$ cat config.mk
export PLATFORM = sky130hd
export DESIGN_NAME = mem_port_arbiter
export DESIGN_NICKNAME = d
export VERILOG_FILES = /design/src/rtl/mem_port_arbiter.sv
export SDC_FILE = /design/constraint.sdc
export NUM_CORES = 1
export LEC_CHECK = 0
export CORE_AREA = 2 2 122 124
export DETAILED_ROUTE_END_ITERATION = 6
export DIE_AREA = 0 0 124 126
export GPL_TIMING_DRIVEN = 0
export PLACE_DENSITY_LB_ADDON = 0.12
export SLEW_MARGIN = 15
export SYNTH_ARGS = -nofsm -noshare
export SYNTH_HDL_FRONTEND = slang
export SYNTH_SLANG_ARGS = --single-unit
$ cat constraint.sdc
create_clock -name clk -period 7.55 [get_ports clk]
set_input_delay 1.51 -clock clk [delete_from_list [all_inputs] [get_ports clk]]
set_output_delay 1.51 -clock clk [all_outputs]
set_load 0.005 [all_outputs]
$ cat src/rtl/mem_port_arbiter.sv
// Two-master arbiter sharing one single-port memory between instruction fetch and data.
// Data has fixed priority with a starvation limit. Optional stall counter: ARB_PERF_CNT_EN.
module mem_port_arbiter #(
    parameter int ADDR_W       = 32,
    parameter int DATA_W       = 32,
    parameter int STARVE_LIMIT = 4
) (
    input  logic                clk,
    input  logic                reset,
    input  logic [ADDR_W-1:0]   instr_address,
    input  logic                instr_read,
    output logic [DATA_W-1:0]   instr_readdata,
    output logic                instr_waitrequest,
    input  logic [ADDR_W-1:0]   data_address,
    input  logic                data_read,
    input  logic                data_write,
    input  logic [DATA_W/8-1:0] data_byteenable,
    input  logic [DATA_W-1:0]   data_writedata,
    output logic [DATA_W-1:0]   data_readdata,
    output logic                data_waitrequest,
    output logic [ADDR_W-1:0]   mem_address,
    output logic                mem_read,
    output logic                mem_write,
    output logic [DATA_W/8-1:0] mem_byteenable,
    output logic [DATA_W-1:0]   mem_writedata,
    input  logic [DATA_W-1:0]   mem_readdata,
    input  logic                mem_waitrequest,
    output logic [31:0]         stall_cycles
);

    localparam logic [1:0] IDLE  = 2'd0;
    localparam logic [1:0] GNT_I = 2'd1;
    localparam logic [1:0] GNT_D = 2'd2;
    localparam logic [3:0] LIMIT = 4'(STARVE_LIMIT);

    logic [1:0]        state;
    logic [3:0]        starve_cnt;
    logic              instr_at_gnt;
    logic [ADDR_W-1:0] addr_q;
    logic [DATA_W-1:0] wdata_q;
    logic [DATA_W-1:0] instr_rd_q;
    logic [DATA_W-1:0] data_rd_q;

    logic data_req, i_strb, d_rd, d_wr, i_done, d_done;

    always_comb begin
        data_req = data_read | data_write;
        i_strb   = (state == GNT_I) && instr_read;
        // a simultaneous read and write is served as a write
        d_wr     = (state == GNT_D) && data_write;
        d_rd     = (state == GNT_D) && data_read && !data_write;
        i_done   = i_strb && !mem_waitrequest;
        d_done   = (d_wr || d_rd) && !mem_waitrequest;

        mem_read  = i_strb | d_rd;
        mem_write = d_wr;

        case (state)
            GNT_I:   mem_address = instr_address;
            GNT_D:   mem_address = data_address;
            default: mem_address = addr_q;
        endcase
        mem_writedata = (state == GNT_D) ? data_writedata : wdata_q;

        if (i_strb)             mem_byteenable = '1;
        else if (d_wr || d_rd)  mem_byteenable = data_byteenable;
        else                    mem_byteenable = '0;

        instr_waitrequest = instr_read && !i_done;
        data_waitrequest  = data_req && !d_done;
        instr_readdata    = i_done ? mem_readdata : instr_rd_q;
        data_readdata     = (d_done && d_rd) ? mem_readdata : data_rd_q;
    end

    always_ff @(posedge clk or posedge reset) begin
        if (reset) begin
            state        <= IDLE;
            starve_cnt   <= '0;
            instr_at_gnt <= 1'b0;
            addr_q       <= '0;
            wdata_q      <= '0;
            instr_rd_q   <= '0;
            data_rd_q    <= '0;
        end else begin
            case (state)
                IDLE: begin
                    if (data_req && !(instr_read && starve_cnt == LIMIT)) begin
                        state        <= GNT_D;
                        instr_at_gnt <= instr_read;
                    end else if (instr_read) begin
                        state <= GNT_I;
                    end
                end
                GNT_I: if (!instr_read || i_done) state <= IDLE;
                GNT_D: if (!data_req || d_done)   state <= IDLE;
                default: state <= IDLE;
            endcase

            if ((state == IDLE && !instr_read) || i_done)
                starve_cnt <= '0;
            else if (d_done && instr_at_gnt && starve_cnt != LIMIT)
                starve_cnt <= starve_cnt + 4'd1;

            if (state != IDLE) addr_q <= mem_address;
            if (state == GNT_D) wdata_q <= data_writedata;
            if (i_done) instr_rd_q <= mem_readdata;
            if (d_done && d_rd) data_rd_q <= mem_readdata;
        end
    end

`ifdef ARB_PERF_CNT_EN
    logic [31:0] stall_q;

    always_ff @(posedge clk or posedge reset) begin
        if (reset)
            stall_q <= '0;
        else if ((instr_read && instr_waitrequest) || (data_req && data_waitrequest))
            stall_q <= stall_q + 32'd1;
    end

    assign stall_cycles = stall_q;
`else
    assign stall_cycles = 32'd0;
`endif

endmodule
### After elaboration in Yosys (flattened, before gate mapping)

Cells that the tools add are included.

* add/sub/neg operators: 1
* equal/unequal tests: 7
* muxes and demuxes: 13
* bitwise operators: 2
* reductions and logical operators: 30

Operators with widths (number)
* 32-bit two-way mux: 3
* 32-bit one-hot mux with 2 select lines: 1
* 4-bit two-way mux: 4
* 1-bit logical AND: 14
* 2-bit two-way mux: 4
* 1-bit zero test: 7
* 2-bit one-hot mux with 3 select lines: 1
* 4-bit by 1-bit adder with 4-bit output (second input constant): 1
* 4-bit by 3-bit equality test with 1-bit output (second input constant): 1
* 1-bit logical OR: 4
* 2-bit by 1-bit inequality test with 1-bit output (second input constant): 2
* 4-bit by 3-bit inequality test with 1-bit output (second input constant): 1
* 2-bit nonzero test: 2
* 3-bit inequality test (second input constant): 1
* 3-bit AND reduction: 1
* 2-bit by 1-bit equality test with 1-bit output (second input constant): 1
* 2-bit equality test (second input constant): 1
* 2-bit zero test: 1
* 1-bit bitwise OR: 2
* 2-bit AND reduction: 1

* register bits: 135
* bits of input ports: 138
* output and inout port bits: 168
* word-level logic and storage cells: 60

### Longest topological paths before layout

* word-level depth: 9
* gate-level depth with buffers: 7
* depth with buffers taken out: 5

### Least setup slack after synthesis

Ideal clock, no wire load.

* kind: input-to-output
* start point: input mem_waitrequest
* end point: output data_readdata[10]
* data arrival time: 2.572 ns
* data required time: 6.040 ns
* slack: 3.468 ns
* stages on the path: 4
* buffers on the path: 1
* cell sequence: nand2b_1 > nor3b_2 > buf_4 > mux2_2

* cells in the longest elaborated chain, start to end: 4

Ends and longest elaborated chain
* start, declared: RTL line 27 `input logic mem_waitrequest,`
* 1-bit zero test: RTL line 53 `d_done = (d_wr || d_rd) && !mem_waitrequest;`
* 1-bit logical AND: RTL line 53
* 1-bit logical AND: RTL line 72 `data_readdata = (d_done && d_rd) ? mem_readdata : data_rd_q;`
* 32-bit two-way mux
* end, declared: RTL line 19 `output logic [DATA_W-1:0] data_readdata,`

Every way passes these cells.

### Final worst setup path

* start point: input mem_waitrequest
* end point: output data_readdata[7]

Same word-level chain as after synthesis.

==> impl_metrics.json <==
{
  "outcome": "finished, final reports clean",
  "p_total_mw": 4.25,
  "dpl.hpwl_mm": 12.9,
  "setup.worst_path.end_class": "output pin",
  "p_leak_nw": 4.20,
  "synth_edf_count": 0,
  "worstSetupPathType": "primary input to output pin",
  "fp.coreArea_sq_um": 14300,
  "gp_congestion": 0.775,
  "yosysWarnings": 0,
  "netlist.area_leader.share_pct": 55.1,
  "dr.pass1.iters": 4,
  "clkSlewWorstSetupHoldPaths_ps": 60,
  "layout_commonest_cell": "clkdlybuf4s50_1",
  "layout_common_cells": "clkdlybuf4s50_1, dfrtp_1, mux2_2",
  "whs_ps": 494,
  "ys_types": 35,
  "die_x_microns": 124,
  "whs_path_depth": 1,
  "timing.rr.start": "state[0]",
  "clock_sinks": 135,
  "die_height_microns": 126,
  "hold_class": "register to register",
  "die_area_sq_um": 15600,
  "clockBufferDepth": 2,
  "synth_top_area_cell": "dfrtp_1",
  "postCtsSetupRepairBufs": 0,
  "root_buffer": "clkbuf_16",
  "maxSlewHeadroom_pct": 59.2,
  "dp.cells": 964,
  "rows": 44,
  "ant_nets": 0,
  "numCtsBuffers": 17,
  "multi_input_area_sq_um": 2460,
  "register_area_sq_um": 3380,
  "rsz0062_at_grt": "false",
  "antenna_found_initial": 0,
  "num_vias": 4846,
  "cp.arrival_ps": 3780,
  "io_buffers": 273,
  "crit_fanout": 10,
  "h-tree-depth": 4,
  "grt_pass1_vias": 5042,
  "post-route-drc-count": 0,
  "reg2regPathDepth": 6,
  "slew_viol_final": 0,
  "layout.cells.non_filler": 995,
  "fmax_mhz": 189,
  "synth-async-reset-ratio_pct": 100,
  "drt_iter0_drc": 162,
  "wl_per_cell_microns": 17.0,
  "synthCells": 475,
  "grt_usage_pct": 21.9,
  "routed_wl_mm": 16.9,
  "synth_ff_type": "dfrtp_1",
  "final_cell_area_sq_um": 9780,
  "grt_start_max_net_pins": 77,
  "cts_resized": 0,
  "cts_tree": "built",
  "hold_end": "data_rd_q[21]",
  "period_needed_ps": 5290,
  "finClkSkew_ps": 4.96,
  "via_per_inst": 4.87,
  "r2r_setup_slack_ps": 5360,
  "finalCritPeriodShare_pct": 70.0,
  "grt_first_pass_wirelength_mm": 26.0,
  "syn2layout_area_growth_pct": 59.6,
  "io_pins": 306,
  "synth_area_leaders": "dfrtp_1, mux2_2, buf_4",
  "start_util_pct": 42.8,
  "setup_tns_ps": 0,
  "start_kind": "primary input",
  "hold_viol_final": 0,
  "ir_worst_vdd_mv": 0.221,
  "final_nets": 942,
  "r2r_end": "data_rd_q[14]",
  "clk_latency_ps": 410,
  "hp-start": "data_rd_q[21]",
  "syn_area_sq_um": 6130,
  "gr-total-overflow": 0,
  "cap_violations": 0,
  "ys_seq_area_share_pct": 55.1,
  "diodes": 0,
  "setup_violations": 0,
  "worstMarginPinSlew_ps": 611,
  "ctsHoldBuffers": 0,
  "synth_area_per_cell_sq_um": 12.9,
  "post_dp_cell_area_sq_um": 9240,
  "worstPathRequired_ps": 6040,
  "synth_seq_cells": 135,
  "power.density_nw_per_um2": 435,
  "fill_cells": 1089,
  "drive_above_1_share_pct": 26.0
}
## state kept, by name, summed over array words and instances (netlist names)
name and cells:
data_rd_q 32, state 2, instr_at_gnt 1, instr_rd_q 32, addr_q 32, wdata_q 32, starve_cnt 4
## report_power, final
part           internal [mW]  leakage [nW]  switching, mW
registers               1.09          1.64          0.111
clock network          0.451         0.258          0.293
logic                   1.39          2.30          0.917
total                   2.93          4.20           1.32
## final cells by class
type                    count  share of cell area, %
inverters                   7                  0.320
plain buffers              62                   3.92
clock buffers              24                   5.03
flip-flops and latches    135                   34.5
repair buffers            274                   28.2
clock inverters             7                  0.473
multi-input cells         302                   25.1
well taps                 184                   2.35
## routing by layer
| layer | vias up | global-route usage [%] | wire, microns |
|---|---|---|---|
| li1 | 2282 | - | - |
| met1 | 2329 | 24.1 | 6190 |
| met2 | 205 | 37.6 | 8530 |
| met3 | 30 | 7.84 | 1720 |
| met4 | 0 | 9.58 | 452 |
| met5 | - | 0 | 0 |
## critical path: stages
cell	delay, ps
clkdlybuf4s50_1	450
nand2b_1	250
nor3b_2	400
buf_4	280
mux2_2	360
clkdlybuf4s50_1	510
## cells by family after synthesis
group | after synthesis | share of synthesized area, %
AO/OA/AOI/OAI | 73 | 7.76
multiplexers | 134 | 24.5
adder cells (fa/ha/maj) | 5 | 1.02
buffers and inverters | 69 | 6.68
AND/OR/NAND/NOR | 58 | 4.84
flip-flops | 135 | 55.1
other | 1 | 0.0612
## cells in the mapped netlist, drive strengths merged, types with 2 or more instances
cell and count:
nand2b 2, a22o 4, and2 2, dfrtp 135, inv 6, ha 5, nand3 6, a21oi 32
a22oi 32, nor4 2, clkbuf 10, nor4b 2, mux2 129, mux2i 5, buf 52, nor2 33
nand3b 3
## through the flow
| step | setup slack (ps) | util, % |
|---|---|---|
| 2_1_floorplan | 2430 | - |
| 3_3_place_gp | 776 | 64.3 |
| 3_5_place_dp | 2240 | 64.6 |
| 4_1_cts | 2240 | 68.3 |
| 5_1_grt | 2120 | 68.3 |
| 6_report | 2260 | 68.3 |
## worst max-delay path by stage
stage                    start                to  slack, ps  depth (start not counted)
2_1_floorplan            reset         addr_q[0]       2430                          1
5_1_grt        mem_waitrequest  data_readdata[7]       2120                          6
3_3_place_gp             reset         addr_q[3]        780                          2
3_5_place_dp   mem_waitrequest  data_readdata[7]       2240                          6
6_report       mem_waitrequest  data_readdata[7]       2260                          6
4_1_cts        mem_waitrequest  data_readdata[7]       2240                          6
Power figures use the tool's default switching activity.
